## config.mk

```make
export PLATFORM = sky130hd
export DESIGN_NAME = rf_write_port_arbiter_flat
export DESIGN_NICKNAME = d
export VERILOG_FILES = /design/src/rtl/rf_write_port_arbiter_if.sv /design/src/rtl/rf_write_port_arbiter.sv /design/src/flat_wrapper.sv
export SDC_FILE = /design/constraint.sdc
export NUM_CORES = 1
export LEC_CHECK = 0
export ABC_AREA = 1
export CORE_AREA = 3 3 119 121
export DETAILED_ROUTE_END_ITERATION = 6
export DIE_AREA = 0 0 122 124
export PLACE_DENSITY_LB_ADDON = 0.2
export SKIP_CTS_REPAIR_TIMING = 1
export SYNTH_ARGS = -nofsm -noshare
export SYNTH_HDL_FRONTEND = slang
export SYNTH_SLANG_ARGS = --single-unit
```

## constraint.sdc

```tcl
create_clock -name clock -period 4.4 [get_ports clock]
set_input_delay 0.44 -clock clock [delete_from_list [all_inputs] [get_ports clock]]
set_output_delay 0.44 -clock clock [all_outputs]
set_load 0.02 [all_outputs]
```

## src/rtl/rf_write_port_arbiter_if.sv

```systemverilog
// rtl/rf_write_port_arbiter_if.sv - bus bundle between writeback/long-latency sources and the RF write port
//
// Purpose: groups the writeback request, the long-latency result handshake and
// the register-file write outputs so the arbiter takes a single bus port.
// Signals:
//   wb_reg_write, wb_dst, wb_data   writeback stage write request
//   lu_valid, lu_dst, lu_data       long-latency unit result offer
//   lu_ready                        arbiter accepts the lu_* result this cycle
//   rf_we, rf_waddr, rf_wdata       registered register-file write port
//   stall                           pipeline freeze request
//   buf_count                       long-latency FIFO occupancy
// Modports: master = pipeline/register-file side, slave = arbiter.
interface rf_write_port_arbiter_if;
  logic        wb_reg_write;
  logic [4:0]  wb_dst;
  logic [31:0] wb_data;
  logic        lu_valid;
  logic [4:0]  lu_dst;
  logic [31:0] lu_data;
  logic        lu_ready;
  logic        rf_we;
  logic [4:0]  rf_waddr;
  logic [31:0] rf_wdata;
  logic        stall;
  logic [3:0]  buf_count;

  modport master (
    output wb_reg_write, wb_dst, wb_data, lu_valid, lu_dst, lu_data,
    input  lu_ready, rf_we, rf_waddr, rf_wdata, stall, buf_count
  );

  modport slave (
    input  wb_reg_write, wb_dst, wb_data, lu_valid, lu_dst, lu_data,
    output lu_ready, rf_we, rf_waddr, rf_wdata, stall, buf_count
  );
endinterface

```

## src/rtl/rf_write_port_arbiter.sv

```systemverilog
// rtl/rf_write_port_arbiter.sv - shares the RF write port between writeback and a long-latency unit
//
// Purpose: writeback owns the write port by priority; long-latency results are
// buffered in a small FIFO and drain into idle cycles. When the FIFO head has
// waited STARVE_LIMIT cycles the block raises stall for one cycle and forces
// the head out, ignoring that cycle's writeback request.
// Ports:
//   clock    system clock, rising edge
//   reset_n  asynchronous active-low reset
//   bus      rf_write_port_arbiter_if.slave (writeback, long-latency and RF signals)
module rf_write_port_arbiter #(
  parameter int DEPTH        = 2,
  parameter int STARVE_LIMIT = 4
) (
  input logic                    clock,
  input logic                    reset_n,
  rf_write_port_arbiter_if.slave bus
);

  localparam int AW = (DEPTH > 1) ? $clog2(DEPTH) : 1;

  logic [4:0]    dst_mem  [DEPTH];
  logic [31:0]   data_mem [DEPTH];
  logic [AW-1:0] rd_ptr;
  logic [AW-1:0] wr_ptr;
  logic [3:0]    count;
  logic [3:0]    wait_cnt;

  logic          rf_we_q;
  logic [4:0]    rf_waddr_q;
  logic [31:0]   rf_wdata_q;

  logic          empty;
  logic          full;
  logic          wb_req;
  logic          push;
  logic          accept;
  logic          pop;
  logic          stall_c;
  logic [4:0]    head_dst;
  logic [31:0]   head_data;

  always_comb begin
    empty     = (count == 4'd0);
    full      = (count == 4'(DEPTH));
    // ready depends only on registered occupancy: no push-through when full
    accept    = bus.lu_valid && !full;
    // results for $0 are accepted but never stored
    push      = accept && (bus.lu_dst != 5'd0);
    wb_req    = bus.wb_reg_write && (bus.wb_dst != 5'd0);
    stall_c   = (wait_cnt == 4'(STARVE_LIMIT)) && !empty;
    // forced pop on stall, otherwise only when writeback leaves the port idle;
    // head comes from registered state so a same-cycle push is never popped
    pop       = !empty && (stall_c || !wb_req);
    head_dst  = dst_mem[rd_ptr];
    head_data = data_mem[rd_ptr];
  end

  // payload storage needs no reset: occupancy alone decides what is valid
  always_ff @(posedge clock) begin
    if (push) begin
      dst_mem[wr_ptr]  <= bus.lu_dst;
      data_mem[wr_ptr] <= bus.lu_data;
    end
  end

  always_ff @(posedge clock or negedge reset_n) begin
    if (!reset_n) begin
      rd_ptr     <= '0;
      wr_ptr     <= '0;
      count      <= 4'd0;
      wait_cnt   <= 4'd0;
      rf_we_q    <= 1'b0;
      rf_waddr_q <= 5'd0;
      rf_wdata_q <= 32'd0;
    end else begin
      if (push) wr_ptr <= wr_ptr + 1'b1;
      if (pop)  rd_ptr <= rd_ptr + 1'b1;

      case ({push, pop})
        2'b10:   count <= count + 4'd1;
        2'b01:   count <= count - 4'd1;
        default: count <= count;
      endcase

      // counts cycles the current head has spent in the FIFO; an entry
      // arriving into an empty FIFO has waited one cycle after this edge
      if (pop || (empty && !push))
        wait_cnt <= 4'd0;
      else if (wait_cnt != 4'(STARVE_LIMIT))
        wait_cnt <= wait_cnt + 4'd1;

      if (pop) begin
        rf_we_q    <= 1'b1;
        rf_waddr_q <= head_dst;
        rf_wdata_q <= head_data;
      end else if (wb_req) begin
        rf_we_q    <= 1'b1;
        rf_waddr_q <= bus.wb_dst;
        rf_wdata_q <= bus.wb_data;
      end else begin
        rf_we_q    <= 1'b0;
      end
    end
  end

  assign bus.lu_ready  = !full;
  assign bus.stall     = stall_c;
  assign bus.buf_count = count;
  assign bus.rf_we     = rf_we_q;
  assign bus.rf_waddr  = rf_waddr_q;
  assign bus.rf_wdata  = rf_wdata_q;

endmodule

```

## src/flat_wrapper.sv

```systemverilog
// flat-port wrapper written by rule: the top's interface ports become plain ports
module rf_write_port_arbiter_flat 
#(
  parameter int DEPTH        = 2,
  parameter int STARVE_LIMIT = 4
)
  (clock, reset_n, bus_wb_reg_write, bus_wb_dst, bus_wb_data, bus_lu_valid, bus_lu_dst, bus_lu_data, bus_lu_ready, bus_rf_we, bus_rf_waddr, bus_rf_wdata, bus_stall, bus_buf_count);
  rf_write_port_arbiter_if bus_i ();
  input logic clock;
  input logic reset_n;
  input wire logic [$bits(bus_i.wb_reg_write)-1:0] bus_wb_reg_write;
  input wire logic [$bits(bus_i.wb_dst)-1:0] bus_wb_dst;
  input wire logic [$bits(bus_i.wb_data)-1:0] bus_wb_data;
  input wire logic [$bits(bus_i.lu_valid)-1:0] bus_lu_valid;
  input wire logic [$bits(bus_i.lu_dst)-1:0] bus_lu_dst;
  input wire logic [$bits(bus_i.lu_data)-1:0] bus_lu_data;
  output wire logic [$bits(bus_i.lu_ready)-1:0] bus_lu_ready;
  output wire logic [$bits(bus_i.rf_we)-1:0] bus_rf_we;
  output wire logic [$bits(bus_i.rf_waddr)-1:0] bus_rf_waddr;
  output wire logic [$bits(bus_i.rf_wdata)-1:0] bus_rf_wdata;
  output wire logic [$bits(bus_i.stall)-1:0] bus_stall;
  output wire logic [$bits(bus_i.buf_count)-1:0] bus_buf_count;
  assign bus_i.wb_reg_write = bus_wb_reg_write;
  assign bus_i.wb_dst = bus_wb_dst;
  assign bus_i.wb_data = bus_wb_data;
  assign bus_i.lu_valid = bus_lu_valid;
  assign bus_i.lu_dst = bus_lu_dst;
  assign bus_i.lu_data = bus_lu_data;
  assign bus_lu_ready = bus_i.lu_ready;
  assign bus_rf_we = bus_i.rf_we;
  assign bus_rf_waddr = bus_i.rf_waddr;
  assign bus_rf_wdata = bus_i.rf_wdata;
  assign bus_stall = bus_i.stall;
  assign bus_buf_count = bus_i.buf_count;
  rf_write_port_arbiter #(.DEPTH(DEPTH), .STARVE_LIMIT(STARVE_LIMIT)) u_core (.clock(clock), .reset_n(reset_n), .bus(bus_i));
endmodule
```

==> summary.txt <==
Clock network
  – Clock Latency Late Sink: 0.40 ns
  – Clock transition at path regs: 0.05 ns
  – Clock Sinks: 122
  – H-tree depth: 4
  – CTS tree: done
  – CTS root buf: clkbuf_16
  – CTS Buf Count: 17
  – Max clock buf depth: 2

Floorplanning
  – Die ar.: 15100 µm²
  – I/O pins: 122
  – Die Wd: 122 µm
  – Row count: 42
  – Initial core utilization: 40.7%
  – Die Y: 124 µm
  – Core area: 13200 µm²

Synthesis
  – Area of the mapped netlist: 5370 µm²
  – Syn Area/Cell: 10.2 µm²
  – Synth warn: 0
  – Seq/Total Area, Yosys: 63.7%
  – FFs w/ async S/R, synth: 39.3%
  – Primary FF master, synth: edfxtp_1
  – Post-synth net total: 608
  – Flops & latches, synth: 122
  – Distinct cells, synth: 27
  – Number of flops mapped to enable cells by yosys: 74
  – Synth Instances: 525

Detailed routing
  – Routed wire per std cell: 16.8 µm
  – Pre-antenna DRT Iters: 5
  – Drt drc: 0
  – Antenna Nets Post-Route: 0
  – Detailed Route Iter0 Violations: 371
  – Total wire length: 13900 µm
  – Vias: 4157
  – Via-per-instance ratio: 5.02

Worst setup path
  – CP max-delay cell: clkdlybuf4s50_1
  – Crit end category: primary output
  – CP dominant cell by count: inv_2
  – Buf+Inv Stages, Crit Path: 4
  – CP Launch Point: u_core.bus.buf_count[2]
  – Worst-path cell chain: inv_2 > nand3_2 > nor2_4 > inv_2 > nand2_1 > inv_1 > clkdlybuf4s50_1
  – Worst Path Required: 3.96 ns
  – Crit start category: register
  – CP peak stage delay: 0.60 ns
  – Worst Path Max Fanout: 40
  – Setup CP Type: reg -> out
  – RR Startpoint: u_core.bus.buf_count[2]
  – R2r setup slk: 1.85 ns
  – R2R cell count: 12
  – Largest delay share family, worst path: buffers and inverters
  – Reg2Reg Capture Point: u_core.bus.buf_count[2]
  – Worst EP arrival: 2.45 ns

Timing
  – Final Cycle Share: 65.6%
  – Setup Skew: 0.00680 ns
  – Final hold viol count: 0
  – F_max: 0.346 GHz
  – RSZ-0062 raised after global routing: false
  – Total Neg Setup Slack: 0 ns
  – Final worst hold slack: 0.154 ns
  – Slew Limit Fails: 0
  – Relative slew slack: 22.0%
  – Setup ws final: 1.51 ns
  – Final setup violating endpoints: 0
  – Worst slew pin tran: 1.17 ns
  – Tmin final: 2.89 ns

Layout
  – Commonest non-fill, non-tap cell in the layout: nand2_1
  – # fillers: 1141
  – Synthesis-to-finish area growth: 35.7%
  – Register Area: 3420 µm²
  – Share of cells above drive strength 1: 9.66%
  – Most frequent cells in the layout: 136 x nand2_1, 120 x clkdlybuf4s50_1, 74 x edfxtp_1
  – Nets: 722
  – Area of the multi-input gates: 1560 µm²
  – # diodes: 0

Place
  – # port buffers: 121
  – Setup WS pre-CTS: 1.49 ns
  – Detail Placement HPWL: 8400 µm
  – GP Congestion: 0.766

Hold path
  – Hold Crit Class: in -> async

Global route
  – GRT Max-Usage Layer: met2
  – GR Overflow Total: 0
  – M2 GR Usage: 29.7%
  – Vias in the first global route: 4066
  – Initial antenna violation count: 0
  – Met3 Usage GRT: 4.72%
  – First-pass GRT wire length: 21500 µm
  – GRT Total Usage: 18.8%
  – GRT met1 Usage: 25.9%
  – Largest net degree at the start of global routing: 49

Pwr
  – Sw Share: 35.0%
  – Sequential power share: 35.7%
  – Pint: 0.00331 W
  – Max rail drop VDD: 381 µV
  – Final Total Pwr: 0.00510 W
  – Pleak: 3.08 nW
  – Combinational share of power: 35.4%
  – Power Density: 699 nW/µm²
  – Clk pwr share: 28.9%
  – Switch Pwr: 0.00179 W

Status
  – Status: complete, no violations

Flow run
  – Max_cap viols: 0
## cell families after synthesis
| family | count (synthesis) | synth area share, % |
|---|---|---|
| xor gates and xnor gates | 8 | 1.30 |
| AOI/OAI and AO/OA | 47 | 4.49 |
| buffers and inverters | 86 | 7.59 |
| adders and majority gates | 5 | 1.16 |
| DFF | 122 | 63.7 |
| and+or+nand+nor | 257 | 21.7 |
## cell type report
type / count / area share [%]
multi-input cells: 317 / 21.4
inverters: 53 / 2.73
clock inverters: 12 / 2.35
clock buffers: 20 / 6.26
well taps: 176 / 3.02
flip-flops and latches: 122 / 46.9
repair buffers: 128 / 17.3
## power by group through the flow
stage / Clock (W) / Sequential (W) / Combinational (W)
2_1_floorplan: 0 / 0.00204 / 0.000858
6_report: 0.00147 / 0.00182 / 0.00180
4_1_cts: 0.00149 / 0.00182 / 0.00183
5_1_grt: 0.00154 / 0.00186 / 0.00199
3_3_place_gp: 0 / 0.00182 / 0.00178
3_5_place_dp: 0 / 0.00183 / 0.00182
## cell usage after synthesis (6+ instances only)
library cell / n / area, µm²
nand2_1: 137 / 514
nand4_1: 27 / 169
buf_6: 6 / 67.6
o21ai_1: 8 / 40.0
buf_2: 17 / 85.1
edfxtp_1: 74 / 2220
inv_1: 48 / 180
or2_2: 10 / 62.6
nor2_1: 15 / 56.3
dfrtp_1: 48 / 1200
nand3_1: 61 / 305
o21ai_0: 33 / 165
xor2_1: 7 / 61.3
## registers in the layout, summed over array words and instances (netlist names)
register,cells
u_core.bus.rf_wdata,32
u_core.bus.rf_we,1
u_core.wr_ptr,1
u_core.wait_cnt,4
u_core.bus.buf_count,4
u_core.data_mem,64
u_core.dst_mem,10
u_core.rd_ptr,1
u_core.bus.rf_waddr,5
## metrics by stage
| stage | cell area (µm²) | instances | util [%] |
|---|---|---|---|
| 2_1_floorplan | 5370 | 525 | - |
| 3_3_place_gp | 6670 | 796 | 50.5 |
| 3_5_place_dp | 6670 | 796 | 50.5 |
| 4_1_cts | 7290 | 828 | 55.3 |
| 5_1_grt | 7290 | 828 | 55.3 |
| 6_report | 7290 | 828 | 55.3 |
## worst max-delay path by stage
stage | to | slack (ns) | cells after the start
after floorplan | u_core.data_mem[1][0] | 1.40 | 4
after global placement | u_core.data_mem[1][27] | 1.54 | 7
after detailed placement | u_core.data_mem[1][29] | 1.49 | 7
after CTS | bus_stall | 1.48 | 7
after global routing | bus_stall | 1.39 | 7
final | bus_stall | 1.51 | 7
## metal layers
metal  vias up  wire length [µm]  part of all wire (%)
li1       1984                 -                     -
met1      1997              6230                    45
met2       165              6530                    47
met3        11              1020                   7.4
met4         0                92                  0.66
met5         -                 0                     0
No activity file was read; power rests on OpenSTA's default activity.
